**src/rtl/hil_bridge_voltage_src.sv**
```systemverilog
// hil_bridge_voltage_src: averages synchronized H-bridge gate states over one plant step
// into a signed Q24.8 bridge voltage, with a sticky shoot-through fault that forces 0 V.
module hil_bridge_voltage_src #(
    parameter int WINDOW    = 10,
    parameter int RECIP     = 104858,
    parameter int SHOOT_MAX = 1,
    parameter int SYNC_STG  = 2
) (
    input  logic        clk,
    input  logic        rst,
    input  logic        en,
    input  logic [31:0] udc,
    input  logic        gate_hi,
    input  logic        gate_lo,
    input  logic        fault_clr,
    output logic [31:0] u_out,
    output logic        u_valid,
    output logic        fault,
    output logic [15:0] win_cnt
);
    typedef enum logic [1:0] {IDLE, RUN, FAULT} state_t;
    localparam logic signed [22:0] RCP  = 23'(RECIP);
    localparam logic signed [71:0] YMAX = 72'sd2147483647;
    localparam logic signed [71:0] YMIN = -72'sd2147483648;
    state_t state, state_nxt;
    logic [SYNC_STG-1:0] sh, sl;
    logic hs, ls, both, trans, win_end, v1;
    logic [15:0] n_hi, n_lo, hi_n, lo_n, shoot, shoot_n;
    logic signed [31:0] udc_q;
    logic signed [16:0] diff;
    logic signed [48:0] p1;
    logic signed [71:0] y;
    logic [31:0] sat;
    always_comb begin
        hs        = sh[SYNC_STG-1];
        ls        = sl[SYNC_STG-1];
        both      = hs & ls;
        shoot_n   = both ? shoot + 16'd1 : 16'd0;
        state_nxt = !en ? IDLE : state == IDLE ? RUN :
                    state == RUN ? (shoot_n >= 16'(SHOOT_MAX) ? FAULT : RUN) :
                    (fault_clr && !both ? RUN : FAULT);
        trans     = state_nxt != state;
        win_end   = state != IDLE && win_cnt == 16'(WINDOW - 1);
        hi_n      = n_hi + {15'd0, hs & !ls};
        lo_n      = n_lo + {15'd0, ls & !hs};
        // a FAULT window feeds a zero difference so its pulse carries 0 V
        diff      = state == RUN ? 17'(hi_n) - 17'(lo_n) : 17'sd0;
        y         = (72'(p1) * 72'(RCP)) >>> 20;
        sat       = y > YMAX ? 32'h7fff_ffff : y < YMIN ? 32'h8000_0000 : y[31:0];
    end
    always_ff @(posedge clk or negedge rst) begin
        if (!rst) begin
            sh      <= '0;
            sl      <= '0;
            state   <= IDLE;
            fault   <= 1'b0;
            shoot   <= '0;
            win_cnt <= '0;
            n_hi    <= '0;
            n_lo    <= '0;
            udc_q   <= '0;
            p1      <= '0;
            v1      <= 1'b0;
            u_valid <= 1'b0;
            u_out   <= '0;
        end else begin
            sh      <= {sh[SYNC_STG-2:0], gate_hi};
            sl      <= {sl[SYNC_STG-2:0], gate_lo};
            state   <= state_nxt;
            fault   <= state_nxt == FAULT;
            shoot   <= state == RUN && state_nxt == RUN ? shoot_n : 16'd0;
            win_cnt <= state_nxt == IDLE || (trans && state_nxt == RUN) || win_end ? 16'd0 : win_cnt + 16'd1;
            n_hi    <= state_nxt != RUN || trans || win_end ? 16'd0 : hi_n;
            n_lo    <= state_nxt != RUN || trans || win_end ? 16'd0 : lo_n;
            if (state == RUN && win_cnt == 16'd0) udc_q <= udc;
            // any state change discards results still in flight
            v1      <= win_end && !trans;
            p1      <= 49'(udc_q) * 49'(diff);
            u_valid <= v1 && !trans;
            u_out   <= state_nxt != RUN ? 32'd0 : v1 && !trans ? sat : u_out;
        end
    end
endmodule

```
**config.mk**
```make
export PLATFORM = sky130hd
export DESIGN_NAME = hil_bridge_voltage_src
export DESIGN_NICKNAME = d
export VERILOG_FILES = /design/src/rtl/hil_bridge_voltage_src.sv
export SDC_FILE = /design/constraint.sdc
export NUM_CORES = 2
export LEC_CHECK = 0
export BUFFER_PORTS_ARGS = -buffer_cell sky130_fd_sc_hd__buf_2
export CAP_MARGIN = 20
export CORE_MARGIN = 5
export CORE_UTILIZATION = 37
export DETAILED_ROUTE_END_ITERATION = 12
export SYNTH_ARGS = -nofsm -noshare
export SYNTH_HDL_FRONTEND = slang
export SYNTH_SLANG_ARGS = --single-unit
export TNS_END_PERCENT = 10
```
**constraint.sdc**
```tcl
create_clock -name clk -period 11.84 [get_ports clk]
set_clock_uncertainty 0.2 [all_clocks]
set_input_delay 1.184 -clock clk [delete_from_list [all_inputs] [get_ports clk]]
set_output_delay 1.184 -clock clk [all_outputs]
set_load 0.02 [all_outputs]
```
==> metrics.yaml <==
status: "completed"
hpwl_um: 86000
ys_seq_area_share_pct: 11.1
async_flop_share_pct: 100
finalWirelength_um: 101000
ys.flop_type: "dfrtp_1"
syn_area_sq_um: 41900
drc: 0
wl_met3_um: 5190
crit_path_start: "sl[1]$_DFF_PN0_"
relSlewSlack_pct: 28.3
route.met2.wl_um: 45900
yosysWarnings: 0
finalCritPeriodShare_pct: 87.9
overflow: 0
final_net_count: 5802
clockRootBuffer: "clkbuf_16"
rsz0062_at_grt: "no"
rows: 123
worstPathMaxFanout: 18
gp_congestion: 0.914
drv_slew: 0
crit_family: "adder cells"
cts_setup_buffers: 0
io_pins: 88
clk_latency_ns: 0.53
cp_slowest_cell: "a211o_1"
cts.sinks: 186
wl_met1_um: 48000
cts_tree: "done"
yosysMostFrequentCell: "inv_1"
tightestPinTransition_ns: 1.07
setup_tns_ns: 0
fmax_mhz: 96.0
synthTopCellsByArea: "fa_1 (40%), ha_1 (11%), dfrtp_1 (11%), inv_1 (11%), nand2_1 (4.1%)"
dp_cells: 6019
path_clk_slew_ns: 0.09
fin_cells: 6053
synth_edf_count: 0
ys_ff_latch: 186
clock_path_buffers: 2
drtAntennaViolNets: 0
die_w_um: 347
fillers: 11200
ys_types: 96
drive_above_1_share_pct: 5.54
yosysTopAreaCell: "fa_1"
critPathKind: "flop to flop"
hp-class: "flop to flop"
io_buffers: 87
hold_viol: 0
synth_top_area_share_pct: 40.3
core_sq_um: 112000
grt_pass1_vias: 31400
wire_per_inst_um: 16.6
cts_made_buffers: 17
cpMostUsedCell: "fa_1"
min-delay-start: "sh[0]$_DFF_PN0_"
syn_avg_cell_area_sq_um: 9.19
drv_cap: 0
via_per_inst: 4.86
initial_core_util_pct: 37.3
r2r-start: "sl[1]$_DFF_PN0_"
cp.required_ns: 12.09
htreeDepth: 4
cp_data_arrival_time_ns: 10.67
hold_buffers: 0
cts.repair.resized: 0
antenna_found_initial: 1
netlist_top_cells_count: "inv_1 (1205), fa_1 (844), nand2_1 (463), ha_1 (381), nor2_1 (211)"
area_growth_pct: 5.99
endpoint_kind: "flop"
dr.pass1.iters: 6
vias: 29400
drt_iter0_markers: 1750
grt_pass1_wl_um: 168000
track_usage_pct: 17.2
crit_path_start_kind: "flop"
critPathMaxStageDelay_ns: 0.58
min_period_ns: 10.41
die_h_um: 347
grt_max_degree: 67
routed.top_layer: "met4"
netlist_instances: 4558
setup_viol: 0
die-area_sq_um: 120000
critical_path_buf_inv_count: 6
-- routing by layer --
layer / up-vias / GRT usage (%)
met2: 638 / 27.3
met5: - / 0
met3: 95 / 2.96
met4: 0 / 3.33
met1: 14900 / 25.1
li1: 13800 / -
-- through the flow --
| step | util (%) | worst slack, ns | instance area (sq um) | hold WS, ns |
|---|---|---|---|---|
| finish | 39.5 | 1.43 | 44400 | 0.163 |
| global placement | 38.9 | 1.20 | 43800 | 0.168 |
| CTS | 39.5 | 1.03 | 44400 | 0.171 |
| floorplan | - | 2.26 | 42000 | 0.131 |
| global route | 39.5 | 0.743 | 44400 | 0.179 |
| detailed placement | 38.9 | 1.07 | 43800 | 0.142 |
-- cells by family after synthesis --
logic type                 count (synthesis)  synth area share (%)
AOI/OAI and AO/OA                        463                  7.39
xor gates and xnor gates                 161                  3.36
adders and majority gates               1225                  51.7
buffers and inverters                   1378                  12.8
DFF                                      186                  11.1
muxes                                     45                  1.19
other                                      1               0.00895
and+or+nand+nor                         1099                  12.5
-- worst register-to-register path: cells and delay by family (launching register included) --
family	cells	cell delay, ns
AND/OR/NAND/NOR	6	1.29
flip-flops	1	0.41
AO/OA/AOI/OAI	17	3.76
XOR/XNOR	1	0.13
adder cells (fa/ha/maj)	10	4.03
buffers and inverters	6	0.52
-- flip-flops by register name, indices dropped and copies added (netlist names) --
register	count
p1	49
u_out	32
udc_q	32
n_hi	16
n_lo	16
shoot	16
win_cnt	16
sh	2
sl	2
state	2
fault	1
u_valid	1
v1	1
-- path summary, 6_finish.rpt --
check                      slack [ns]  cells after the start               endpoint
max in group asynchronous        9.68                      2   u_out[0]$_DFFE_PN0P_
hold / removal                   0.16                      0        sh[1]$_DFF_PN0_
min in group asynchronous        0.43                      1  udc_q[17]$_DFFE_PN0P_
setup reg to reg                 1.43                     40       p1[48]$_DFF_PN0_
hold reg to reg                  0.16                      0        sh[1]$_DFF_PN0_
setup / recovery                 1.43                     40       p1[48]$_DFF_PN0_
-- cell usage in the layout (no fill, tap or decap), types with 67 or more instances in the layout --
| master | n |
|---|---|
| nor2_1 | 201 |
| a21oi_1 | 148 |
| fa_1 | 844 |
| and2_1 | 98 |
| nand3_1 | 75 |
| xnor2_1 | 96 |
| nand2_1 | 463 |
| dfrtp_1 | 186 |
| ha_1 | 381 |
| buf_2 | 86 |
| o21ai_0 | 67 |
| inv_1 | 1205 |
-- layout make-up --
class | count | area, sq um | area share, %
Antenna cell | 1 | 2.50 | 0.00563
Inverter | 1205 | 4520 | 10.2
Sequential cell | 186 | 4650 | 10.5
Clock buffer | 18 | 429 | 0.966
Multi-Input combinational cell | 3009 | 32100 | 72.2
Clock inverter | 14 | 171 | 0.386
Timing Repair Buffer | 120 | 697 | 1.57
Tap cell | 1500 | 1880 | 4.23
Power is not shown: default switching activity piles up to over one toggle a cycle in this logic, so the estimate is an artifact.
